**src/rtl/csa_cpa_resolve.sv**
```systemverilog
// csa_cpa_resolve
//   Collapses the redundant sum/carry pair from the 3:2 carry-save array into
//   one binary word, r = g + 2*f. The addition runs D bits per cycle. The carry
//   between digits passes only through a flop, so the critical path is a single
//   D-bit adder. The block holds at most one operation at a time.
//
// Ports
//   clk        : clock, rising edge
//   rst_n      : synchronous, active-low reset
//   in_valid   : g_in/f_in valid
//   in_ready   : block can accept an input (IDLE)
//   g_in [W]   : CSA sum vector, weight 2^i
//   f_in [W]   : CSA carry vector, weight 2^(i+1)
//   out_valid  : r_out holds a completed result (DONE)
//   out_ready  : consumer accepts r_out
//   r_out[W+2] : g + 2f, meaningful only while out_valid=1
//   busy       : high in ADD and DONE
module csa_cpa_resolve #(
    parameter int W = 75,
    parameter int D = 25
) (
    input  logic         clk,
    input  logic         rst_n,
    input  logic         in_valid,
    output logic         in_ready,
    input  logic [W-1:0] g_in,
    input  logic [W-1:0] f_in,
    output logic         out_valid,
    input  logic         out_ready,
    output logic [W+1:0] r_out,
    output logic         busy
);

    // ceil((W+1)/D) digits cover the W+1-bit shifted carry vector
    localparam int NDIG = (W + D) / D;
    localparam int PW   = NDIG * D;
    localparam int CW   = (NDIG > 1) ? $clog2(NDIG) : 1;
    localparam logic [CW-1:0] LAST = CW'(NDIG - 1);

    typedef enum logic [1:0] {
        IDLE,
        ADD,
        DONE
    } state_t;

    state_t        state;
    logic [CW-1:0] cnt;
    logic          carry;
    logic [PW-1:0] a_sh;
    logic [PW-1:0] b_sh;
    // Bits [PW-1:0] collect the digits, and bit PW takes the final carry
    logic [PW:0]   res;

    logic          accept;
    logic [D:0]    sum;
    logic [PW-1:0] res_shift;

    assign accept = (state == IDLE) && in_valid;

    // One digit per cycle. The new digit enters the result register at the top,
    // so after NDIG cycles digit 0 has moved down to bit 0.
    // NOTE: every variable written here gets a value on every pass, so no latch can be inferred.
    always_comb begin
        sum       = {1'b0, a_sh[D-1:0]} + {1'b0, b_sh[D-1:0]} + {{D{1'b0}}, carry};
        res_shift = PW'({sum[D-1:0], res[PW-1:0]} >> D);
    end

    // Control state. It is cleared on reset, so an operation that reset aborts leaves no trace.
    // NOTE: sequential state uses non-blocking assignments only, so every flop sees pre-edge values.
    always_ff @(posedge clk) begin
        if (!rst_n) begin
            state <= IDLE;
            cnt   <= '0;
            carry <= 1'b0;
            res   <= '0;
        end else begin
            unique case (state)
                IDLE: begin
                    if (in_valid) begin
                        state <= ADD;
                        cnt   <= '0;
                        carry <= 1'b0;
                    end
                end
                ADD: begin
                    res[PW-1:0] <= res_shift;
                    carry       <= sum[D];
                    cnt         <= cnt + 1'b1;
                    if (cnt == LAST) begin
                        res[PW] <= sum[D];
                        state   <= DONE;
                    end
                end
                DONE: begin
                    if (out_ready) begin
                        state <= IDLE;
                    end
                end
                default: state <= IDLE;
            endcase
        end
    end

    // Operand shift registers. They are always loaded before use, so they need no reset.
    // NOTE: wide datapath registers are left without reset on purpose, and only control state is reset.
    always_ff @(posedge clk) begin
        if (accept) begin
            a_sh <= PW'(g_in);
            b_sh <= PW'({f_in, 1'b0});
        end else if (state == ADD) begin
            a_sh <= a_sh >> D;
            b_sh <= b_sh >> D;
        end
    end

    // The true result is below 3*2^W, so the padded bits above W+1 are always zero.
    generate
        if (PW > W + 1) begin : g_trim
            logic unused_pad;
            assign unused_pad = ^res[PW:W+2];
            assign r_out      = res[W+1:0];
        end else begin : g_exact
            assign r_out = res;
        end
    endgenerate

    assign in_ready  = (state == IDLE);
    assign out_valid = (state == DONE);
    assign busy      = (state != IDLE);

endmodule

```
**config.mk**
```make
export PLATFORM = sky130hd
export DESIGN_NAME = csa_cpa_resolve
export DESIGN_NICKNAME = d
export VERILOG_FILES = /design/src/rtl/csa_cpa_resolve.sv
export SDC_FILE = /design/constraint.sdc
export NUM_CORES = 1
export LEC_CHECK = 0
export ABC_CLOCK_PERIOD_IN_PS = 5900
export CORE_MARGIN = 4
export CORE_UTILIZATION = 54
export CTS_BUF_LIST = sky130_fd_sc_hd__clkbuf_4
export CTS_CLUSTER_DIAMETER = 200
export DETAILED_ROUTE_END_ITERATION = 10
export MAX_ROUTING_LAYER = met4
export PLACE_DENSITY = 0.95
export RECOVER_POWER = 25
export SYNTH_ARGS = -nofsm -noshare
export SYNTH_HDL_FRONTEND = slang
export SYNTH_SLANG_ARGS = --single-unit
```
**constraint.sdc**
```tcl
create_clock -name clk -period 5.9 [get_ports clk]
set_input_delay 1.18 -clock clk [delete_from_list [all_inputs] [get_ports clk]]
set_output_delay 1.18 -clock clk [all_outputs]
set_load 0.05 [all_outputs]
```
==> results_dict.tcl, run 1 <==
set metrics [dict create \
    synth_edf_count 150 \
    worst_pin_slew_ps 2490 \
    final_area_mm2 0.01440 \
    worstHoldPathType "reg2reg" \
    design.core.area_mm2 0.02115 \
    cp_max_fo 82 \
    synth.avg_cell_area_um2 10.13 \
    clkPwrFrac_pct 33.4 \
    wl_per_cell_um 16.93 \
    hp-start "res[93]" \
    cpPeakStageDelay_ps 1270 \
    synth_nets 1337 \
    crit_path_frequent_cell "buf_4" \
    p_sw_share_pct 28.15 \
    wl_mm 27.74 \
    startpoint "in_valid" \
    syn-cell-area_mm2 0.01171 \
    boundaryPins 234 \
    cts_tree "done" \
    irDropWorstVdd_mv 0.1837 \
    synth_top_area_cell "edfxtp_1" \
    post_cts.repair.setup_buffers 0 \
    post_cts_resized 0 \
    placedInstanceArea_mm2 0.01359 \
    via_count 8813 \
    die_area_mm2 0.02410 \
    place_congestion 0.9197 \
    total_power_uw 4487 \
    die_w_um 155.2 \
    ant_nets 0 \
    syn_inst 1156 \
    finalCritPeriodShare_pct 77.81 \
    cts_sinks 256 \
    vias_per_cell 5.380 \
    drv_slew 147 \
    intPower_uw 3224 \
    drtPass1Iterations 5 \
    yosysUniqueCellTypes 51 \
    m1WireLength_mm 11.13 \
    start_util_pct 55.34 \
    rows 53 \
    cap_violations 3 \
    clkTransAtPathRegs_ps 60 \
    ys.flop_type "edfxtp_1" \
    p_seq_share_pct 48.3 \
    clkLatencyLatePin_ps 660 \
    yosys.area.top_type_share_pct 38.48 \
    io_buffers 233 \
    power.density_mw_per_mm2 311.5 \
    cts.htree.levels 3 \
    finalSetupViolations 0 \
    drc 0 \
    failed_checks "capacitance limit, slew limit" \
    routed-wl-met3_mm 2.524 \
    layout_common_cells "348 x nand2_1, 232 x clkdlybuf4s50_1, 150 x edfxtp_1" \
    cp-start-kind "input port" \
    final_common_cell "nand2_1" \
    routed.top_layer "met4" \
    hold_ws_ps 456.8 \
    fin_tns_setup_ps 0 \
    seq_area_frac_synth_pct 56.61 \
    grt_overflow 0 \
    drive_gt1_share_pct 8.590 \
    grt_first_pass_wirelength_mm 43.90 \
    combPwrFrac_pct 18.3 \
    cts_root_buf "clkbuf_4" \
    relSlewSlack_pct -65.99 \
    r2r-start "state[0]" \
    drtIter0Drc 590 \
    cts_hold_buf 0 \
    cp.arrival_ps 4860 \
    async_reset_ff_share_pct 0 \
    p_sw_uw 1263 \
    slowest_stage "clkbuf_1" \
    grt_max_degree 103 \
    worstSetupEndpointType "flip-flop" \
    fmax_ghz 0.2178 \
    finalCriticalPeriod_ps 4591 \
    yosysWarnings 0 \
    cts_buffers 67 \
    worstSetupPathType "in2reg" \
    grt_pass1_vias 8874 \
    rsz0062_at_grt "no" \
    path_cells "clkdlybuf4s50_1 -> clkbuf_1 -> nand2_2 -> buf_4 -> nand2_4 -> buf_4" \
    crit_required_ps 6170 \
    hold_violations 0 \
    synth-seq-cells 256 \
    skew_ps 62.94 \
    met2_length_mm 13.46 \
    die_y_um 155.2 \
    hpwl_mm 18.96 \
    clk_path_buf_depth 3 \
    grt_antenna_before_repair 1 \
    synth.area.top_cells "edfxtp_1 38%, dfxtp_1 18%, nand2_1 11%" \
    area_growth_pct 23.04 \
    leakage_uw 0.005602 \
    status "finished, violations left" \
    grt_use_total_pct 23.19 \
    nets 1498 \
]
## metrics by stage
stage	std cells	worst slack, ps	util, %
floorplan	1156	493.4	-
global placement	1523	1823	64.23
detailed placement	1523	1661	64.23
CTS	1637	2241	68.15
global route	1638	1099	68.09
finish	1638	1309	68.09
## cell usage after synthesis, types with 2 or more instances
cell type,count
nand2_1,350
edfxtp_1,150
dfxtp_1,106
a21boi_0,79
buf_4,78
clkbuf_1,63
and3_1,52
a22o_1,51
o21ai_0,35
a21oi_1,29
ha_1,25
nor2_1,15
and2_1,12
nand3_1,11
xor2_1,11
xnor2_1,10
inv_1,8
nand4_1,7
nor2b_1,7
a31oi_1,5
o21a_1,5
buf_1,3
buf_6,3
nor3_1,3
o21ai_1,3
o21bai_1,3
a211oi_1,2
a21o_1,2
buf_2,2
fa_1,2
nor3b_1,2
o211ai_1,2
or3_1,2
## routing by layer
metal / up-vias / global-route usage, %
met5: - / -
met4: 0 / 8.253
met3: 59 / 6.036
met2: 410 / 38.29
met1: 4044 / 27.70
li1: 4300 / -
## final cells by class
cell class	instances	area, um^2
Antenna cell	1	2.502
Clock buffer	88	660.6
Clock inverter	26	167.7
Fill cell	1430	6750
Inverter	8	30.03
Multi-Input combinational cell	742	4185
Sequential cell	256	6626
Tap cell	275	344.1
Timing Repair Buffer	242	2387
## cells by family after synthesis
family,after synthesis,share of synthesized area (%)
adder cells (fa/ha/maj),27,3.014
flip-flops,256,56.61
buffers and inverters,158,7.835
XOR/XNOR,21,1.571
AND/OR/NAND/NOR,467,17.07
AO/OA/AOI/OAI,227,13.91
## sequential cells by signal, summed over array words and instances (netlist names)
register / cells
res: 100
state: 2
cnt: 2
a_sh: 75
carry: 1
b_sh: 76
## worst max-delay path, delay by kind of cell
kind | cells | cell delay (ps)
AND/OR/NAND/NOR | 2 | 910
buffers and inverters | 4 | 2730
## power groups by stage
stage / sequential (uW) / combinational, uW / clock (uW)
after floorplan: 2190 / 566 / 0
after global placement: 2190 / 780 / 0
after detailed placement: 2210 / 807 / 0
after CTS: 2170 / 815 / 1530
after global routing: 2180 / 902 / 1630
final: 2170 / 823 / 1500
## final timing paths
kind / endpoint / cells past startpoint / slack [ps]
max: b_sh[10] / 6 / 1310
min: res[93] / 2 / 460
max reg2reg: res[95] / 4 / 2280
min reg2reg: res[93] / 2 / 460
Power figures use the tool's default switching activity.
==> inputs of run 2 (changes only) <==
Settings changed: ABC_CLOCK_PERIOD_IN_PS 5900 to 4200, CORE_UTILIZATION 54 to 48, PLACE_DENSITY 0.95 to 0.9.
Clock period 5.9 ns to 4.2 ns, I/O delays scaled along.
==> run 2 against run 1 <==
Compared with the run above:
- the flow still finishes with violations (capacitance limit, slew limit)
- die area increased by 12%
- combinational power is 40% higher
- via count fell by 2.6%
- clock-buffer cell count increased by 3
- non-clock buffer count down 1
- critical path depth is 2 lower
- setup slack worse by 550 ps
- critical path type is now reg2reg
- critical endpoint is now res[84]
==> results_dict.tcl, run 2 (synthesized netlist as in run 1, its figures left out) <==
set metrics [dict create \
    status "finished, violations left" \
    failed_checks "capacitance limit, slew limit" \
    cp.arrival_ps 3970 \
    fin_tns_setup_ps 0 \
    area_growth_pct 23.78 \
    clkTransAtPathRegs_ps 60 \
    grt_max_degree 151 \
    fmax_ghz 0.2908 \
    worstSetupPathType "reg2reg" \
    vias_per_cell 5.126 \
    cts_sinks 256 \
    slowest_stage "clkbuf_1" \
    critical_path_buf_inv_count 1 \
    cpPeakStageDelay_ps 1770 \
    drc 0 \
    leakage_uw 0.005620 \
    largest_reg_flops 100 \
    rsz0062_at_grt "no" \
    die_y_um 164.2 \
    place_congestion 0.8835 \
    ant_nets 0 \
    fillers 1922 \
    power.density_mw_per_mm2 441.6 \
    skew_ps 65.77 \
    post_cts_resized 0 \
    cap_violations 2 \
    grt_first_pass_wirelength_mm 42.20 \
    crit_required_ps 4730 \
    drive_gt1_share_pct 8.641 \
    rows 56 \
    largest-register "res" \
    layout_setup_ws_ps 761.3 \
    layout_common_cells "348 x nand2_1, 231 x clkdlybuf4s50_1, 150 x edfxtp_1" \
    grt_antenna_before_repair 1 \
    die_area_mm2 0.02695 \
    relSlewSlack_pct -60.74 \
    worstHoldPathType "reg2reg" \
    finalSetupViolations 0 \
    post_cts.repair.setup_buffers 0 \
    io_buffers 233 \
    cp_top_family "buffers and inverters" \
    hpwl_mm 18.67 \
    path_cells "nor2b_4 -> clkbuf_1 -> nand3_1 -> a21boi_0" \
    via_count 8581 \
    cts_hold_buf 0 \
    boundaryPins 234 \
    finalCriticalPeriod_ps 3439 \
    grt_use_total_pct 20.01 \
    grt_overflow 0 \
    drtPass1Iterations 5 \
    die_w_um 164.2 \
    clkLatencyLatePin_ps 670 \
    cp-start-kind "flip-flop" \
    final_common_cell "nand2_1" \
    hold_violations 0 \
    drtIter0Drc 605 \
    cts_buffers 66 \
    cp_max_fo 59 \
    start_util_pct 49.28 \
    finalCritPeriodShare_pct 81.87 \
    cts_tree "done" \
    top_regs "res: 100 flops, b_sh: 76 flops, a_sh: 75 flops" \
    worstSetupEndpointType "flip-flop" \
    cts.htree.levels 3 \
    design.core.area_mm2 0.02375 \
    clk_path_buf_depth 3 \
    drv_slew 164 \
    worst_pin_slew_ps 2411 \
    wl_mm 26.65 \
    pre_cts_ws_ps 1154 \
    nets 1496 \
    irDropWorstVdd_mv 0.2425 \
    wl_per_cell_um 15.92 \
    grt_pass1_vias 8501 \
    cts_root_buf "clkbuf_4" \
]
-- run 2: cell types whose count changed in the layout (fill, tap and decap cells not counted), moves of 2 or more --
cell / delta
clkinv_1: -8
bufinv_16: +2
clkinv_2: -2
clkbuf_4: +3
buf_4: -2
clkinvlp_4: -2
-- run 2: cell type report --
cell class                 instances  area (um^2)  area share [%]
clock inverter                    16        177.7           1.226
inverter                           8        30.03          0.2072
tap                              319        399.1           2.755
clock buffer                      91        683.2           4.715
sequential                       256         6626           45.73
timing repair buffer             241         2377           16.41
multi-input combinational        742         4194           28.94
antenna                            1        2.502         0.01727
-- run 2: power by group --
| part | internal [uW] | switching [uW] | total [uW] |
|---|---|---|---|
| Clock | 1240 | 964 | 2210 |
| Combinational | 477 | 670 | 1150 |
| Sequential | 2950 | 96.6 | 3040 |
-- run 2: through the flow --
step           total power (uW)  cell area (um^2)  utilization [%]  hold WS [ps]  cells
5_1_grt                    6731             14490            61.00         444.8   1674
3_5_place_dp               4242             13640            57.44         444.9   1566
3_3_place_gp               4207             13640            57.44         439.8   1566
4_1_cts                    6459             14510            61.07         425.9   1673
6_report                   6398             14490            61.00         431.9   1674
2_1_floorplan              3860             11710                -         424.9   1156
-- run 2: path summary, 6_finish.rpt --
check / startpoint / end / slack [ps] / cells after the start
setup reg to reg: state[0] / res[84] / 760 / 4
setup / recovery: state[0] / res[84] / 760 / 4
hold / removal: res[89] / res[64] / 430 / 2
hold reg to reg: res[89] / res[64] / 430 / 2
-- run 2: routing by layer --
layer / global-route usage, % / wire [um] / share of wire [%] / vias to the layer above
li1: - / - / - / 4271
met4: 6.939 / 560 / 2.1 / 0
met2: 31.49 / 12450 / 47 / 339
met3: 5.922 / 2394 / 9.0 / 54
met1: 24.78 / 11240 / 42 / 3917
met5: - / 0 / 0 / -
-- run 2: worst min-delay path, cell delays in order (launching register included) --
cell and delay, ps:
dfxtp_1 310, nand2_1 50, a21boi_0 60
==> inputs of run 3 (changes only) <==
Settings changed: ABC_CLOCK_PERIOD_IN_PS 4200 to 3600, CORE_UTILIZATION 48 to 54, PLACE_DENSITY 0.9 to 0.95.
Clock period 4.2 ns to 3.6 ns, I/O delays scaled along.
==> run 3 against run 2 <==
Compared with the run above:
- highest routed layer unchanged
- first-iteration DRC count increased by 9.8%
- sequential power increased by 17%
- critical path depth decreased by 2
- non-clock buffer count increased by 7
- the run still ends with capacitance limit, slew limit left
- largest power group unchanged
- global-route usage increased by 5.2 points
- critical endpoint is now in_ready
- clock-buffer cell count increased by 5
==> results_dict.tcl, run 3 (synthesized netlist as in run 1, its figures left out) <==
set metrics [dict create \
    drc 0 \
    post_cts.repair.setup_buffers 0 \
    cap_violations 1 \
    skew_ps 77.33 \
    wl_per_cell_um 18.31 \
    p_sw_uw 2068 \
    drtIter0Drc 664 \
    combPwrFrac_pct 19.0 \
    finalSetupViolations 0 \
    clk_path_buf_depth 3 \
    status "finished, violations left" \
    crit_required_ps 2880 \
    drv_slew 51 \
    rsz0062_at_grt "no" \
    worstSetupPathType "reg2out" \
    grt_antenna_before_repair 1 \
    total_power_uw 7349 \
    via_count 9163 \
    rows 53 \
    pre_cts_ws_ps 836.2 \
    wl_mm 30.01 \
    cp.arrival_ps 2430 \
    cts_sinks 256 \
    io_buffers 233 \
    cts_root_buf "clkbuf_4" \
    final_common_cell "nand2_1" \
    drtPass1Iterations 7 \
    grt_overflow 0 \
    worstSetupEndpointType "output pin" \
    fin_util_pct 68.29 \
    hold_violations 0 \
    cts_tree "done" \
    failed_checks "capacitance limit, slew limit" \
    grt_pass1_vias 9210 \
    clkTransAtPathRegs_ps 70 \
    place_congestion 0.8990 \
    largest-register "res" \
    area_growth_pct 23.40 \
    clkLatencyLatePin_ps 720 \
    worst_pin_slew_ps 1577 \
    fin_tns_setup_ps 0 \
    cts.htree.levels 2 \
    relSlewSlack_pct -5.111 \
    boundaryPins 234 \
    p_sw_share_pct 28.14 \
    die_y_um 155.2 \
    clkPwrFrac_pct 32.7 \
    top_regs "res: 100 flops, b_sh: 76 flops, a_sh: 75 flops" \
    leakage_uw 0.005622 \
    die_w_um 155.2 \
    cts_hold_buf 0 \
    start_util_pct 55.34 \
    cp-start-kind "flip-flop" \
    fmax_ghz 0.3172 \
    design.core.area_mm2 0.02115 \
    cp_max_fo 8 \
    power.density_mw_per_mm2 508.8 \
    layout_common_cells "349 x nand2_1, 231 x clkdlybuf4s50_1, 150 x edfxtp_1" \
    intPower_uw 5281 \
    die_area_mm2 0.02410 \
    finalCriticalPeriod_ps 3152 \
    drive_gt1_share_pct 8.877 \
    post_cts_resized 0 \
    layout_setup_ws_ps 447.6 \
    grt_max_degree 58 \
    grt_use_total_pct 25.23 \
    p_seq_share_pct 48.3 \
    irDropWorstVdd_mv 0.4012 \
    nets 1498 \
    worstHoldPathType "reg2reg" \
    cts_buffers 61 \
    largest_reg_flops 100 \
    grt_first_pass_wirelength_mm 47.31 \
    ant_nets 0 \
    finalCritPeriodShare_pct 87.57 \
    vias_per_cell 5.591 \
    hpwl_mm 20.18 \
]
-- run 3: final cells by class --
cell class	count	area (um^2)
Fill cell	1456	6709
Sequential cell	256	6626
Multi-Input combinational cell	742	4185
Timing Repair Buffer	248	2452
Clock buffer	96	720.7
Tap cell	275	344.1
Clock inverter	13	83.83
Inverter	8	30.03
Antenna cell	1	2.502
-- run 3: stage by stage --
stage | area, um^2 | cells | hold slack (ps)
detailed placement | 13690 | 1529 | 442.9
floorplan | 11710 | 1156 | 424.9
CTS | 14500 | 1638 | 458.5
global placement | 13690 | 1529 | 436.2
global route | 14450 | 1639 | 476.6
finish | 14450 | 1639 | 452.7
-- run 3: path summary, 6_finish.rpt --
| kind | slack (ps) | startpoint | endpoint | cells past startpoint |
|---|---|---|---|---|
| hold / removal | 450 | res[93] | res[93] | 2 |
| setup reg to reg | 450 | state[1] | a_sh[59] | 5 |
| hold reg to reg | 450 | res[93] | res[93] | 2 |
| setup / recovery | 450 | state[1] | in_ready | 2 |
-- run 3: routing by layer --
layer / up-vias / track usage, % / share of wire (%)
li1: 4290 / - / -
met1: 4256 / 29.14 / 38
met2: 519 / 42.82 / 49
met3: 98 / 5.758 / 9.2
met4: 0 / 10.13 / 3.7
met5: - / - / 0
-- run 3: critical path, stage by stage, from the launching register on --
cell             delay (ps)
dfxtp_1                 370
nor2_2                  470
clkdlybuf4s50_1         910
-- run 3: power by group through the flow --
| stage | clock (uW) | sequential, uW | combinational (uW) |
|---|---|---|---|
| 2_1_floorplan | 0 | 3570 | 929 |
| 4_1_cts | 2440 | 3550 | 1390 |
| 3_3_place_gp | 0 | 3590 | 1340 |
| 5_1_grt | 2600 | 3580 | 1520 |
| 6_report | 2400 | 3550 | 1400 |
| 3_5_place_dp | 0 | 3610 | 1370 |
